===== src/rtl/uart_pkg.sv =====
// Shared definitions for the APB UART transmitter: register offsets, CTRL bit
// positions and the transmit FSM state encoding.
package uart_pkg;

  // Byte offsets; only address bits [3:2] take part in decoding.
  localparam logic [31:0] REG_TXDATA = 32'h0000_0000;
  localparam logic [31:0] REG_CTRL   = 32'h0000_0004;
  localparam logic [31:0] REG_STATUS = 32'h0000_0008;

  localparam int unsigned CTRL_PARITY_EN  = 0;
  localparam int unsigned CTRL_PARITY_ODD = 1;
  localparam int unsigned CTRL_TWO_STOP   = 2;
  localparam int unsigned CTRL_WIDTH      = 3;

  localparam int unsigned STATUS_EMPTY    = 0;
  localparam int unsigned STATUS_FULL     = 1;
  localparam int unsigned STATUS_BUSY     = 2;
  localparam int unsigned STATUS_LEVEL_LO = 8;

  localparam logic [2:0] ST_IDLE   = 3'd0;
  localparam logic [2:0] ST_START  = 3'd1;
  localparam logic [2:0] ST_DATA   = 3'd2;
  localparam logic [2:0] ST_PARITY = 3'd3;
  localparam logic [2:0] ST_STOP   = 3'd4;

  // Register index selected by a byte address.
  function automatic logic [1:0] reg_index(input logic [31:0] addr);
    return addr[3:2];
  endfunction

endpackage


===== src/rtl/uart_tx_fifo.sv =====
// Synchronous FIFO for transmit bytes; dout presents the head entry whenever
// empty is low. Pushes while full and pops while empty are ignored.
module uart_tx_fifo #(
  parameter int unsigned WIDTH = 8,
  parameter int unsigned DEPTH = 8
) (
  input  logic                   clk,
  input  logic                   rst,
  input  logic                   push,
  input  logic                   pop,
  input  logic [WIDTH-1:0]       din,
  output logic [WIDTH-1:0]       dout,
  output logic                   full,
  output logic                   empty,
  output logic [$clog2(DEPTH):0] level
);

  localparam int unsigned AW = $clog2(DEPTH);
  localparam int unsigned LW = AW + 1;
  localparam logic [LW-1:0] LEVEL_FULL = LW'(DEPTH);

  logic [WIDTH-1:0] r_mem [DEPTH];
  logic [AW-1:0]    r_wr_ptr;
  logic [AW-1:0]    r_rd_ptr;
  logic [LW-1:0]    r_level;
  logic             w_do_push;
  logic             w_do_pop;

  assign full      = (r_level == LEVEL_FULL);
  assign empty     = (r_level == '0);
  assign w_do_push = push && !full;
  assign w_do_pop  = pop && !empty;

  // Pointers wrap naturally because DEPTH is a power of two.
  always_ff @(posedge clk) begin
    if (rst) begin
      r_wr_ptr <= '0;
      r_rd_ptr <= '0;
      r_level  <= '0;
    end else begin
      if (w_do_push) begin
        r_wr_ptr <= r_wr_ptr + 1'b1;
      end
      if (w_do_pop) begin
        r_rd_ptr <= r_rd_ptr + 1'b1;
      end
      if (w_do_push && !w_do_pop) begin
        r_level <= r_level + 1'b1;
      end else if (w_do_pop && !w_do_push) begin
        r_level <= r_level - 1'b1;
      end
    end
  end

  always_ff @(posedge clk) begin
    if (w_do_push) begin
      r_mem[r_wr_ptr] <= din;
    end
  end

  assign dout  = r_mem[r_rd_ptr];
  assign level = r_level;

endmodule


===== src/rtl/uart_tx_apb_fifo.sv =====
// APB-programmable UART transmitter: TXDATA pushes into a FIFO, CTRL selects
// parity and stop bits per frame, STATUS reports FIFO and line state.
module uart_tx_apb_fifo
  import uart_pkg::*;
#(
  parameter int unsigned CLKS_PER_BIT = 8,
  parameter int unsigned DATA_BITS    = 8,
  parameter int unsigned FIFO_DEPTH   = 8
) (
  input  logic        pclk,
  input  logic        rst,
  input  logic        psel,
  input  logic        penable,
  input  logic        pwrite,
  input  logic [31:0] padd,
  input  logic [31:0] pwdata,
  output logic [31:0] prdata,
  output logic        pready,
  output logic        pslverr,
  output logic        o_tx_serial,
  output logic        o_tx_done,
  output logic        o_tx_busy
);

  localparam int unsigned CNT_W = $clog2(CLKS_PER_BIT);
  localparam int unsigned IDX_W = $clog2(DATA_BITS);
  localparam int unsigned LVL_W = $clog2(FIFO_DEPTH) + 1;
  localparam logic [CNT_W-1:0] CNT_LAST = CNT_W'(CLKS_PER_BIT - 1);
  localparam logic [IDX_W-1:0] IDX_LAST = IDX_W'(DATA_BITS - 1);

  logic                  w_access;
  logic                  w_wr_access;
  logic                  w_rd_access;
  logic                  w_sel_txdata;
  logic                  w_sel_ctrl;
  logic                  w_sel_status;
  logic                  w_push;
  logic                  w_pop;
  logic                  w_fifo_full;
  logic                  w_fifo_empty;
  logic [DATA_BITS-1:0]  w_fifo_dout;
  logic [LVL_W-1:0]      w_fifo_level;
  logic                  w_bit_end;
  logic                  w_last_stop;
  logic                  w_unused;

  logic [CTRL_WIDTH-1:0] r_ctrl;
  logic [CTRL_WIDTH-1:0] r_frame_ctrl;
  logic [2:0]            r_state;
  logic [CNT_W-1:0]      r_cnt;
  logic [IDX_W-1:0]      r_idx;
  logic [DATA_BITS-1:0]  r_shift;
  logic                  r_parity;

  // APB decode; only the access phase has side effects.
  assign w_access     = psel && penable;
  assign w_wr_access  = w_access && pwrite;
  assign w_rd_access  = w_access && !pwrite;
  assign w_sel_txdata = (reg_index(padd) == reg_index(REG_TXDATA));
  assign w_sel_ctrl   = (reg_index(padd) == reg_index(REG_CTRL));
  assign w_sel_status = (reg_index(padd) == reg_index(REG_STATUS));

  // Overflow is judged on the registered (pre-pop) full flag.
  assign w_push  = w_wr_access && w_sel_txdata && !w_fifo_full;
  assign pslverr = w_wr_access && w_sel_txdata && w_fifo_full && !rst;
  assign pready  = 1'b1;

  assign w_unused = ^{padd[31:4], padd[1:0], pwdata[31:DATA_BITS]};

  always_comb begin
    prdata = '0;
    if (w_rd_access) begin
      if (w_sel_ctrl) begin
        prdata[CTRL_WIDTH-1:0] = r_ctrl;
      end else if (w_sel_status) begin
        prdata[STATUS_EMPTY]                       = w_fifo_empty;
        prdata[STATUS_FULL]                        = w_fifo_full;
        prdata[STATUS_BUSY]                        = o_tx_busy;
        prdata[STATUS_LEVEL_LO+7:STATUS_LEVEL_LO]  = 8'(w_fifo_level);
      end
    end
  end

  uart_tx_fifo #(
    .WIDTH (DATA_BITS),
    .DEPTH (FIFO_DEPTH)
  ) u_fifo (
    .clk   (pclk),
    .rst   (rst),
    .push  (w_push),
    .pop   (w_pop),
    .din   (pwdata[DATA_BITS-1:0]),
    .dout  (w_fifo_dout),
    .full  (w_fifo_full),
    .empty (w_fifo_empty),
    .level (w_fifo_level)
  );

  assign w_bit_end   = (r_cnt == CNT_LAST);
  // r_idx counts stop bits while in STOP; the second one is last when two_stop.
  assign w_last_stop = (r_state == ST_STOP) && w_bit_end &&
                       (!r_frame_ctrl[CTRL_TWO_STOP] || r_idx[0]);
  assign w_pop       = !w_fifo_empty && ((r_state == ST_IDLE) || w_last_stop);

  always_ff @(posedge pclk) begin
    if (rst) begin
      r_ctrl       <= '0;
      r_frame_ctrl <= '0;
      r_state      <= ST_IDLE;
      r_cnt        <= '0;
      r_idx        <= '0;
      r_shift      <= '0;
      r_parity     <= 1'b0;
    end else begin
      if (w_wr_access && w_sel_ctrl) begin
        r_ctrl <= pwdata[CTRL_WIDTH-1:0];
      end

      if (w_pop) begin
        // Frame start: CTRL is sampled here so mid-frame writes wait a frame.
        r_state      <= ST_START;
        r_cnt        <= '0;
        r_idx        <= '0;
        r_shift      <= w_fifo_dout;
        r_parity     <= (^w_fifo_dout) ^ r_ctrl[CTRL_PARITY_ODD];
        r_frame_ctrl <= r_ctrl;
      end else if (r_state != ST_IDLE) begin
        if (!w_bit_end) begin
          r_cnt <= r_cnt + 1'b1;
        end else begin
          r_cnt <= '0;
          case (r_state)
            ST_START: r_state <= ST_DATA;
            ST_DATA: begin
              if (r_idx == IDX_LAST) begin
                r_idx   <= '0;
                r_state <= r_frame_ctrl[CTRL_PARITY_EN] ? ST_PARITY : ST_STOP;
              end else begin
                r_idx   <= r_idx + 1'b1;
                r_shift <= r_shift >> 1;
              end
            end
            ST_PARITY: r_state <= ST_STOP;
            ST_STOP: begin
              if (w_last_stop) begin
                r_state <= ST_IDLE;
              end else begin
                r_idx <= r_idx + 1'b1;
              end
            end
            default: r_state <= ST_IDLE;
          endcase
        end
      end
    end
  end

  always_comb begin
    o_tx_serial = 1'b1;
    case (r_state)
      ST_START:  o_tx_serial = 1'b0;
      ST_DATA:   o_tx_serial = r_shift[0];
      ST_PARITY: o_tx_serial = r_parity;
      default:   o_tx_serial = 1'b1;
    endcase
  end

  assign o_tx_done = w_last_stop;
  assign o_tx_busy = (r_state != ST_IDLE);

endmodule

===== config.mk =====
export PLATFORM = sky130hd
export DESIGN_NAME = uart_tx_apb_fifo
export DESIGN_NICKNAME = d
export VERILOG_FILES = /design/src/rtl/uart_pkg.sv /design/src/rtl/uart_tx_fifo.sv /design/src/rtl/uart_tx_apb_fifo.sv
export SDC_FILE = /design/constraint.sdc
export NUM_CORES = 1
export LEC_CHECK = 0
export BUFFER_PORTS_ARGS = -buffer_cell sky130_fd_sc_hd__buf_4
export CAP_MARGIN = 25
export CORE_MARGIN = 5
export CORE_UTILIZATION = 48
export DETAILED_ROUTE_END_ITERATION = 16
export PLACE_DENSITY = 0.75
export SLEW_MARGIN = 0
export SYNTH_ARGS = -nofsm -noshare
export SYNTH_HDL_FRONTEND = slang
export SYNTH_SLANG_ARGS = --single-unit

===== constraint.sdc =====
create_clock -name pclk -period 2.9 [get_ports pclk]
set_input_delay 0.87 -clock pclk [delete_from_list [all_inputs] [get_ports pclk]]
set_output_delay 0.87 -clock pclk [all_outputs]
set_load 0.01 [all_outputs]

==> flow_summary.yaml <==
status:
  outcome: "finished, final reports clean"
cts:
  clockRootBuffer: "clkbuf_8"
  htree_levels: 3
  clk_path_buf_depth: 2
  ctsHoldBuffers: 0
  cts_made_buffers: 9
  clk_latency_ns: 0.37
  clkTransAtPathRegs_ns: 0.10
  postCtsResizedCells: 0
  clock_sinks: 100
  postCtsSetupBuffers: 0
  cts_tree: "done"
sta:
  worst_pin_slew_ns: 0.777
  skew_ns: 0.0113
  slew_headroom: 0.475
  fin_crit_ns: 2.72
  fmax_ghz: 0.367
  finalHoldViolCount: 0
  setup_violations: 0
  min_period_over_period: 0.939
  rsz0062_at_grt: "no"
  tns_ns: 0
  slew_violations: 0
power_and_ir_drop:
  p_switching_w: 0.00128
  pwr-share-clk: 0.225
  p_sw_frac: 0.325
  p_int_w: 0.00265
  p_comb_frac: 0.327
  p_leak_nw: 1.88
  sequentialPowerShare: 0.448
  powerDensity_nw_per_um2: 775
  irDropWorstVdd_v: 0.000434
drt:
  drt_iter0_drc: 108
  drc_errors: 0
  wl_per_cell_microns: 15.7
  vias_per_cell: 5.22
  dr.pass1.iters: 4
  totalWireLength_mm: 7.75
  drtAntennaViolNets: 0
  via_count: 2573
cells_and_area:
  nNetsFinal: 456
  layout_common_cells: "edfxtp_1 (64), buf_4 (49), nor2_1 (41), dfxtp_1 (36), conb_1 (26)"
  diodes: 0
  synthToLayoutAreaGrowth_pct: 12.4
  final_common_cell: "edfxtp_1"
  largest_reg_flops: 64
  stdcell_count: 493
  design_area_sq_um: 5070
  drive_gt1_frac: 0.223
  regMostFlops: "u_fifo.r_mem"
global_route:
  grt_pass1_vias: 2532
  grt_max_degree: 28
  track_usage: 0.145
  antenna_found_initial: 0
  grt_pass1_wl_mm: 12.6
  grt-ovfl-total: 0
logic_synthesis:
  netlist_instances: 332
  synth_edf_count: 64
  ys_async_sr_fraction: 0
  synth_top_area_cell: "edfxtp_1"
  ys_warn_count: 0
  synth_area_leaders: "edfxtp_1 (43%), dfxtp_1 (16%), mux4_1 (4.7%)"
  synthDominantCellAreaShare: 0.426
  synth-seq-area-share: 0.586
  ys_seq_elements: 100
  netlist_area_sq_um: 4510
  synthFlopType: "edfxtp_1"
  synth.avg_cell_area_sq_um: 13.6
  yosysUniqueCellTypes: 42
worst_setup_path:
  cpPeakStageDelay_ns: 0.37
  crit_family: "adder cells"
  critPathArrivalTime_ns: 3.03
  crit_path_frequent_cell: "ha_1"
  worstPathRequired_ns: 3.20
  crit_type: "flip-flop to flip-flop"
  crit_slowest_cell: "dfxtp_1"
  endpoint_kind: "flip-flop"
  start_kind: "flip-flop"
  crit_chain: "ha_1 -> ha_1 -> nand4_1 -> a21oi_2 -> clkinv_1 -> ha_1 -> inv_1 -> ha_1 -> a21o_1 -> a21oi_1 -> xnor2_1 -> or3_1 -> a21oi_1"
  path_buf_inv: 2
  critPathMaxFanout: 3
run:
  max_cap_violations: 0
floorplanning:
  core_area_sq_um: 9200
  die_w_microns: 107
  initial_utilization: 0.491
  std_cell_rows: 35
  dieArea_sq_um: 11400
  ioPinCount: 106
  chipHeight_microns: 107
place:
  dp.cells: 477
  gp_congestion: 0.741
  portBuffers: 25
  dp_hpwl_mm: 5.41
  placed_area_sq_um: 4850
hold_path:
  hold_path_class: "flip-flop to flip-flop"
-- power groups by stage --
| stage | combinational [W] | sequential (W) | clock (W) |
|---|---|---|---|
| floorplan | 0.00107 | 0.00175 | 0 |
| global placement | 0.00124 | 0.00178 | 0 |
| detailed placement | 0.00127 | 0.00179 | 0 |
| CTS | 0.00129 | 0.00176 | 0.000911 |
| global route | 0.00143 | 0.00178 | 0.000981 |
| finish | 0.00129 | 0.00176 | 0.000885 |
-- Yosys cell counts (all sizes together), types with 3 or more instances --
library cell,instances
nor3,7
dfxtp,36
edfxtp,64
clkbuf,9
xor2,3
inv,4
ha,9
buf,30
nor2,41
mux2,7
nand2b,10
a21oi,15
xnor2,4
mux2i,19
and2,4
nand2,14
mux4,16
a211oi,7
nor2b,5
o21ai,3
xnor3,4
-- cell families after synthesis --
logic type,after synthesis,synth area share
adders and majority gates,10,0.0294
xor gates and xnor gates,11,0.0336
other,2,0.00166
AOI/OAI and AO/OA,32,0.0444
and+or+nand+nor,91,0.0948
muxes,42,0.147
buffers and inverters,44,0.0635
DFF,100,0.586
-- cell type report --
class / count / area [sq um]
Clock buffer: 9 / 124
Clock inverter: 7 / 86.3
Fill cell: 744 / 4130
Inverter: 5 / 18.8
Multi-Input combinational cell: 212 / 1690
Sequential cell: 100 / 2640
Tap cell: 111 / 139
Timing Repair Buffer: 49 / 368
-- worst register-to-register path, cell delays in order (launching register included) --
cell	delay (ns)
dfxtp_1	0.37
ha_1	0.16
ha_1	0.18
nand4_1	0.17
a21oi_2	0.21
clkinv_1	0.12
ha_1	0.23
inv_1	0.09
ha_1	0.24
a21o_1	0.18
a21oi_1	0.17
xnor2_1	0.09
or3_1	0.30
a21oi_1	0.15
-- routing by layer --
metal  global-route usage  part of all wire
met1                0.173              0.42
met2                0.258              0.52
met3               0.0307             0.048
met4               0.0521             0.015
met5                    0                 0
-- through the flow --
| stage | utilization | total power (W) | hold WS, ns | worst slack, ns |
|---|---|---|---|---|
| after CTS | 0.550 | 0.00395 | 0.470 | 0.142 |
| final | 0.551 | 0.00393 | 0.469 | 0.176 |
| after detailed placement | 0.527 | 0.00306 | 0.455 | -0.111 |
| after global routing | 0.551 | 0.00419 | 0.487 | 0.00387 |
| after global placement | 0.527 | 0.00302 | 0.448 | -0.0305 |
| after floorplan | - | 0.00281 | 0.436 | 0.0533 |
-- path summary, 6_finish.rpt --
path              startpoint              end  slack, ns  cells past startpoint
setup reg to reg    r_cnt[0]  u_fifo.level[3]       0.18                     13
hold / removal      r_cnt[1]         r_cnt[1]       0.47                      2
hold reg to reg     r_cnt[1]         r_cnt[1]       0.47                      2
setup / recovery    r_cnt[0]  u_fifo.level[3]       0.18                     13
Note: power is estimated with default switching activity, not from simulation.
